`src/rtl/neokeon_pi_stage.sv`:
```
// Neokeon Pi permutation stage: per-transfer Pi1/Pi2 word rotation feeding a
// DEPTH-deep valid/ready register pipeline in which bubbles collapse.
module neokeon_pi_stage #(
  parameter int unsigned WORD_W = 32,
  parameter int unsigned ROT1   = 1,
  parameter int unsigned ROT2   = 5,
  parameter int unsigned ROT3   = 2,
  parameter int unsigned DEPTH  = 1,
  parameter int unsigned CNT_W  = 16
) (
  input  logic                clk,
  input  logic                rst,
  input  logic                flush,
  input  logic                in_valid,
  output logic                in_ready,
  input  logic                in_mode,
  input  logic [4*WORD_W-1:0] in_data,
  output logic                out_valid,
  input  logic                out_ready,
  output logic [4*WORD_W-1:0] out_data,
  output logic                out_mode,
  output logic                busy,
  output logic [CNT_W-1:0]    blk_cnt
);

  localparam int unsigned StateW = 4 * WORD_W;

  // Rotate by doubling the word, so an amount of 0 needs no special case.
  function automatic logic [WORD_W-1:0] rotWord(input logic [WORD_W-1:0] x,
                                                input int unsigned amt,
                                                input logic right);
    logic [2*WORD_W-1:0] sh;
    logic [WORD_W-1:0]   res;
    if (right) begin
      sh  = {x, x} >> amt;
      res = sh[WORD_W-1:0];
    end else begin
      sh  = {x, x} << amt;
      res = sh[2*WORD_W-1:WORD_W];
    end
    return res;
  endfunction

  logic [StateW-1:0] piData;
  logic [DEPTH-1:0]  validQ, validD;
  logic [DEPTH-1:0]  modeQ, modeD;
  logic [DEPTH-1:0]  load;
  logic [StateW-1:0] dataQ [DEPTH];
  logic [StateW-1:0] dataD [DEPTH];
  logic [CNT_W-1:0]  cntQ, cntD;
  logic              accept;
  logic              outFire;

  always_comb begin
    piData = in_data;
    piData[3*WORD_W-1:2*WORD_W] = rotWord(in_data[3*WORD_W-1:2*WORD_W], ROT1, in_mode);
    piData[2*WORD_W-1:WORD_W]   = rotWord(in_data[2*WORD_W-1:WORD_W], ROT2, in_mode);
    piData[WORD_W-1:0]          = rotWord(in_data[WORD_W-1:0], ROT3, in_mode);
  end

  // A stage may load when it is empty or the stage after it is moving;
  // the downstream "moving" term of stage i is exactly load[i+1].
  always_comb begin
    logic downFree;
    downFree = out_ready;
    load     = '0;
    for (int i = DEPTH - 1; i >= 0; i--) begin
      load[i]  = !validQ[i] | downFree;
      downFree = load[i];
    end
  end

  assign in_ready = load[0] & !flush & !rst;
  assign accept   = in_valid & in_ready;
  assign outFire  = validQ[DEPTH-1] & out_ready;

  always_comb begin
    validD = validQ;
    modeD  = modeQ;
    for (int i = 0; i < DEPTH; i++) dataD[i] = dataQ[i];

    if (load[0]) begin
      validD[0] = accept;
      if (accept) begin
        dataD[0] = piData;
        modeD[0] = in_mode;
      end
    end
    for (int i = 1; i < DEPTH; i++) begin
      if (load[i]) begin
        validD[i] = validQ[i-1];
        if (validQ[i-1]) begin
          dataD[i] = dataQ[i-1];
          modeD[i] = modeQ[i-1];
        end
      end
    end
    if (flush) validD = '0;

    cntD = outFire ? cntQ + CNT_W'(1) : cntQ;
  end

  always_ff @(posedge clk or posedge rst) begin
    if (rst) begin
      validQ <= '0;
      modeQ  <= '0;
      cntQ   <= '0;
      for (int i = 0; i < DEPTH; i++) dataQ[i] <= '0;
    end else begin
      validQ <= validD;
      modeQ  <= modeD;
      cntQ   <= cntD;
      for (int i = 0; i < DEPTH; i++) dataQ[i] <= dataD[i];
    end
  end

  assign out_valid = validQ[DEPTH-1];
  assign out_data  = dataQ[DEPTH-1];
  assign out_mode  = modeQ[DEPTH-1];
  assign busy      = |validQ;
  assign blk_cnt   = cntQ;

endmodule
```
`config.mk`:
```
export PLATFORM = sky130hd
export DESIGN_NAME = neokeon_pi_stage
export DESIGN_NICKNAME = d
export VERILOG_FILES = /design/src/rtl/neokeon_pi_stage.sv
export SDC_FILE = /design/constraint.sdc
export NUM_CORES = 1
export LEC_CHECK = 0
export CELL_PAD_IN_SITES_DETAIL_PLACEMENT = 1
export CELL_PAD_IN_SITES_GLOBAL_PLACEMENT = 2
export CORE_MARGIN = 8
export CORE_UTILIZATION = 29
export CTS_CLUSTER_SIZE = 8
export DETAILED_ROUTE_END_ITERATION = 6
export PLACE_DENSITY = 0.78
export SETUP_SLACK_MARGIN = 0.3
export SYNTH_ARGS = -nofsm -noshare
export SYNTH_HDL_FRONTEND = slang
export SYNTH_SLANG_ARGS = --single-unit
export TNS_END_PERCENT = 1
```
`constraint.sdc`:
```
create_clock -name clk -period 5.45 [get_ports clk]
set_input_delay 1.09 -clock clk [delete_from_list [all_inputs] [get_ports clk]]
set_output_delay 1.09 -clock clk [all_outputs]
set_load 0.05 [all_outputs]
```
Word level (Yosys, flattened, before mapping). Cells that the tools add are included. Widths: inputs -> output; s select.

Bits in registers: 146. Bits of input ports: 134. Output and inout port bits: 148. Word-level logic and storage cells: 20.

Add/sub/neg operators: 1. Multiplexer cells: 5. Bitwise logic cells: 5. Reductions and logical operators: 5.

Operators by type and width (number): $mux 32 (3); $add 16x1->16 const B (1); $and 1x1->1 (4); $logic_not 1->1 (3); $mux 1 (2); $reduce_and 2->1 (1); $reduce_bool 2->1 (1); $or 1x1->1 (1).

Depth between registers and ports, before layout.
Depth after elaboration: 7. Mapped depth: 6. Gate-level depth less buffers: 5.

Worst setup path after synthesis. OpenSTA, ideal clock, no wires.

Path kind: input to output. Start point: input port out_ready. End point: output port in_ready. Arrival time: 1.879 ns. Data required time: 4.360 ns. Path slack: 2.481 ns. Stages: 2. Path buffers: 0. Path through: nand2b_1 > nor3b_2.

Cells in the longest elaborated chain, start to end: 3.

RTL lines: start, declared (line 19) `input logic out_ready,`; $or 1x1->1 (line 68) `load[i] = !validQ[i] | downFree;`; $and 1x1->1 (2 in a row) (line 73) `assign in_ready = load[0] & !flush & !rst;`; end, declared (line 15) `output logic in_ready,`.

Every way passes these cells.

Final worst setup path. Same ends and word-level chain as after synthesis.

==> flow_summary_export.csv <==
group,metric,value,unit
synth,syn_area,7070,µm²
critical_path,end_kind,"primary output",
clock_network,post_cts_buffers,0,
power,ir_drop,183,µV
sta,maxSlewViolCount,0,
global_routing,grt_pass1_vias,5547,
placement,routabilityCongestion,0.752,
sta,maxSlewHeadroom,27.2,%
die,initial_core_util,29.3,%
power,power_density,424,nW/µm²
synth,synth-compound-area-share,0.0708,%
synth,yosys_warnings,0,
sta,min_period_over_period,73.9,%
sta,whs,0.472,ns
synth,synth_seq_cells,146,
sta,fin_crit,4.03,ns
clock_network,clk_latency,0.42,ns
die,dieHeight,172,µm
route,dr.pass1.iters,4,
clock_network,cts_hold_buf,0,
critical_path,slowest_delay,0.87,ns
global_routing,grt_antenna_before_repair,1,
finish,fin_area,10700,µm²
die,ioPinCount,282,
sta,fin_tns_setup,0,ns
route,routed_wl,22100,µm
die,dieArea,29600,µm²
route,vias,4743,
critical_path,critPathRequiredTime,4.36,ns
clock_network,cts_made_buffers,17,
synth,syn_area_per_cell,15.9,µm²
run_status,status,"completed",
job,max_cap_violations,0,
sta,tightest_slew,1.09,ns
finish,area_growth,51.9,%
synth,synthCells,444,
sta,rsz0062_at_grt,"no",
clock_network,clock_path_buffers,2,
synth,syn_nets,579,
sta,hold_viol,0,
route,avgRoutedWirePerCell,20.8,µm
synth,synthMuxAreaShare,41.3,%
global_routing,grt_max_degree,94,
clock_network,cts_sinks,146,
die,core_area,24100,µm²
clock_network,cts_root_buf,"clkbuf_16",
global_routing,grt-ovfl-total,0,
critical_path,cpMostUsedCell,"clkdlybuf4s50_1",
sta,report.final.setup_viol,0,
finish,drive_gt1_share,36.4,%
clock_network,clkTransAtPathRegs,0.07,ns
synth,ys_seq_area_share,51.7,%
synth,synth_top_family_by_area,"multiplexers",
die,die_w,172,µm
critical_path,critPathMaxFanout,4,
global_routing,grt_pass1_wl,33900,µm
synth,synthSimpleGateAreaFrac,2.04,%
min_path,hold_class,"flop to flop",
critical_path,critPathArrivalTime,2.94,ns
critical_path,reg2regPathDepth,5,
power,total_leakage_power,4.73,nW
die,rows,57,
min_path,hold_path_depth,1,
global_routing,gr-usage-all-layers,14.8,%
synth,synth_fa_ha_area_share,0.177,%
critical_path,crit_type,"input port to primary output",
synth,ys_types,25,
clock_network,cts_tree,"done",
critical_path,crit_slowest_cell,"clkdlybuf4s50_1",
route,drc,0,
route,antenna_left,0,
route,avgViaCountPerCell,4.47,
clock_network,cts_max_level,4,
critical_path,crit_chain,"clkdlybuf4s50_1 > nand2b_1 > nor3b_2 > clkdlybuf4s50_1",
placement,place_area,10200,µm²
clock_network,cts.repair.resized,0,
placement,numPortBuffers,281,
sta,fin_skew,0.0123,ns
synth,yosys.area_share.xor_xnor,1.86,%
placement,dpl.hpwl,16400,µm
sta,clock.fmax,248,MHz
critical_path,start_kind,"input port",
route,drtIter0Drc,228,
finish,fin_nets,858,
stage by stage:
step | total power (W) | utilization [%] | setup slack (ns) | std cells
floorplan | 0.00269 | - | 0.437 | 444
global placement | 0.00338 | 42.1 | 1.46 | 1028
detailed placement | 0.00341 | 42.1 | 1.44 | 1028
CTS | 0.00463 | 44.5 | 1.43 | 1060
global route | 0.00475 | 44.5 | 1.39 | 1061
finish | 0.00456 | 44.5 | 1.42 | 1061
cells by family after synthesis:
family	count (synthesis)
AO/OA/AOI/OAI	1
buffers and inverters	29
multiplexers	226
XOR/XNOR	15
AND/OR/NAND/NOR	26
flip-flops	146
adder cells (fa/ha/maj)	1
cells in the final DEF, fill, tap and decap left out, types with 2 or more instances in the layout:
cell type          n
buf_4              5
clkbuf_16         17
clkdlybuf4s50_1  280
clkinv_4           3
dfrtp_1          146
inv_1              2
inv_6              7
inv_8              2
mux2_2           127
mux2_4            99
nand2_1            7
nand3_1            4
nand4_1            2
nor2_1             2
nor3_1             3
xnor2_1            9
xor2_1             6
path summary, 6_finish.rpt:
path	start	endpoint	slack, ns
setup reg to reg	busy	out_data[48]	3.08
setup / recovery	out_ready	in_ready	1.42
max in group asynchronous	rst	out_data[15]	3.19
hold / removal	blk_cnt[15]	blk_cnt[15]	0.47
hold reg to reg	blk_cnt[15]	blk_cnt[15]	0.47
min in group asynchronous	rst	out_data[37]	1.31
layout make-up:
class | instances | area, µm²
multi-input cells | 269 | 3220
well taps | 324 | 405
diodes | 1 | 2.50
fillers | 2473 | 13400
repair buffers | 286 | 2860
inverters | 3 | 16.3
flip-flops and latches | 146 | 3650
clock buffers | 18 | 439
clock inverters | 14 | 144
where the power goes:
group | switching, W | total (W) | leakage (nW) | internal (W)
logic | 0.00114 | 0.00192 | 2.69 | 0.000780
clock network | 0.000521 | 0.00118 | 0.287 | 0.000658
registers | 0.000147 | 0.00146 | 1.75 | 0.00131
total | 0.00181 | 0.00456 | 4.73 | 0.00275
flip-flops by register name, summed over array words and instances, names as in the netlist:
| register | count |
|---|---|
| out_data | 128 |
| blk_cnt | 16 |
| busy | 1 |
| out_mode | 1 |
worst max-delay path, delay by kind of cell:
kind                   cells  cell delay, ns
buffers and inverters      2            1.40
and+or+nand+nor            2            0.44
routing by layer:
metal / vias up / wire (µm) / global-route usage, %
met5: - / 0 / 0
met4: 0 / 280 / 4.20
met3: 15 / 2080 / 5.89
met2: 170 / 10800 / 24.8
met1: 2413 / 8880 / 17.3
li1: 2145 / - / -
cells in the mapped netlist:
library cell	n	area share, %
mux2_4	99	21
nand4_1	2	0.18
mux2_2	127	20
dfrtp_1	146	52
and4_1	1	0.12
buf_2	7	0.50
nor4_1	1	0.089
and2_1	1	0.089
buf_1	1	0.053
nand2_1	8	0.42
o21ai_0	1	0.071
nor3_1	3	0.21
nor4_2	1	0.18
nand2b_1	1	0.089
ha_1	1	0.18
nor3b_2	1	0.18
clkbuf_1	6	0.32
xnor2_1	9	1.1
nand3_1	4	0.28
nor2_1	2	0.11
buf_4	1	0.11
and3_1	1	0.089
inv_1	3	0.16
buf_6	11	1.8
xor2_1	6	0.74
Note: power is estimated with default switching activity, not from simulation.
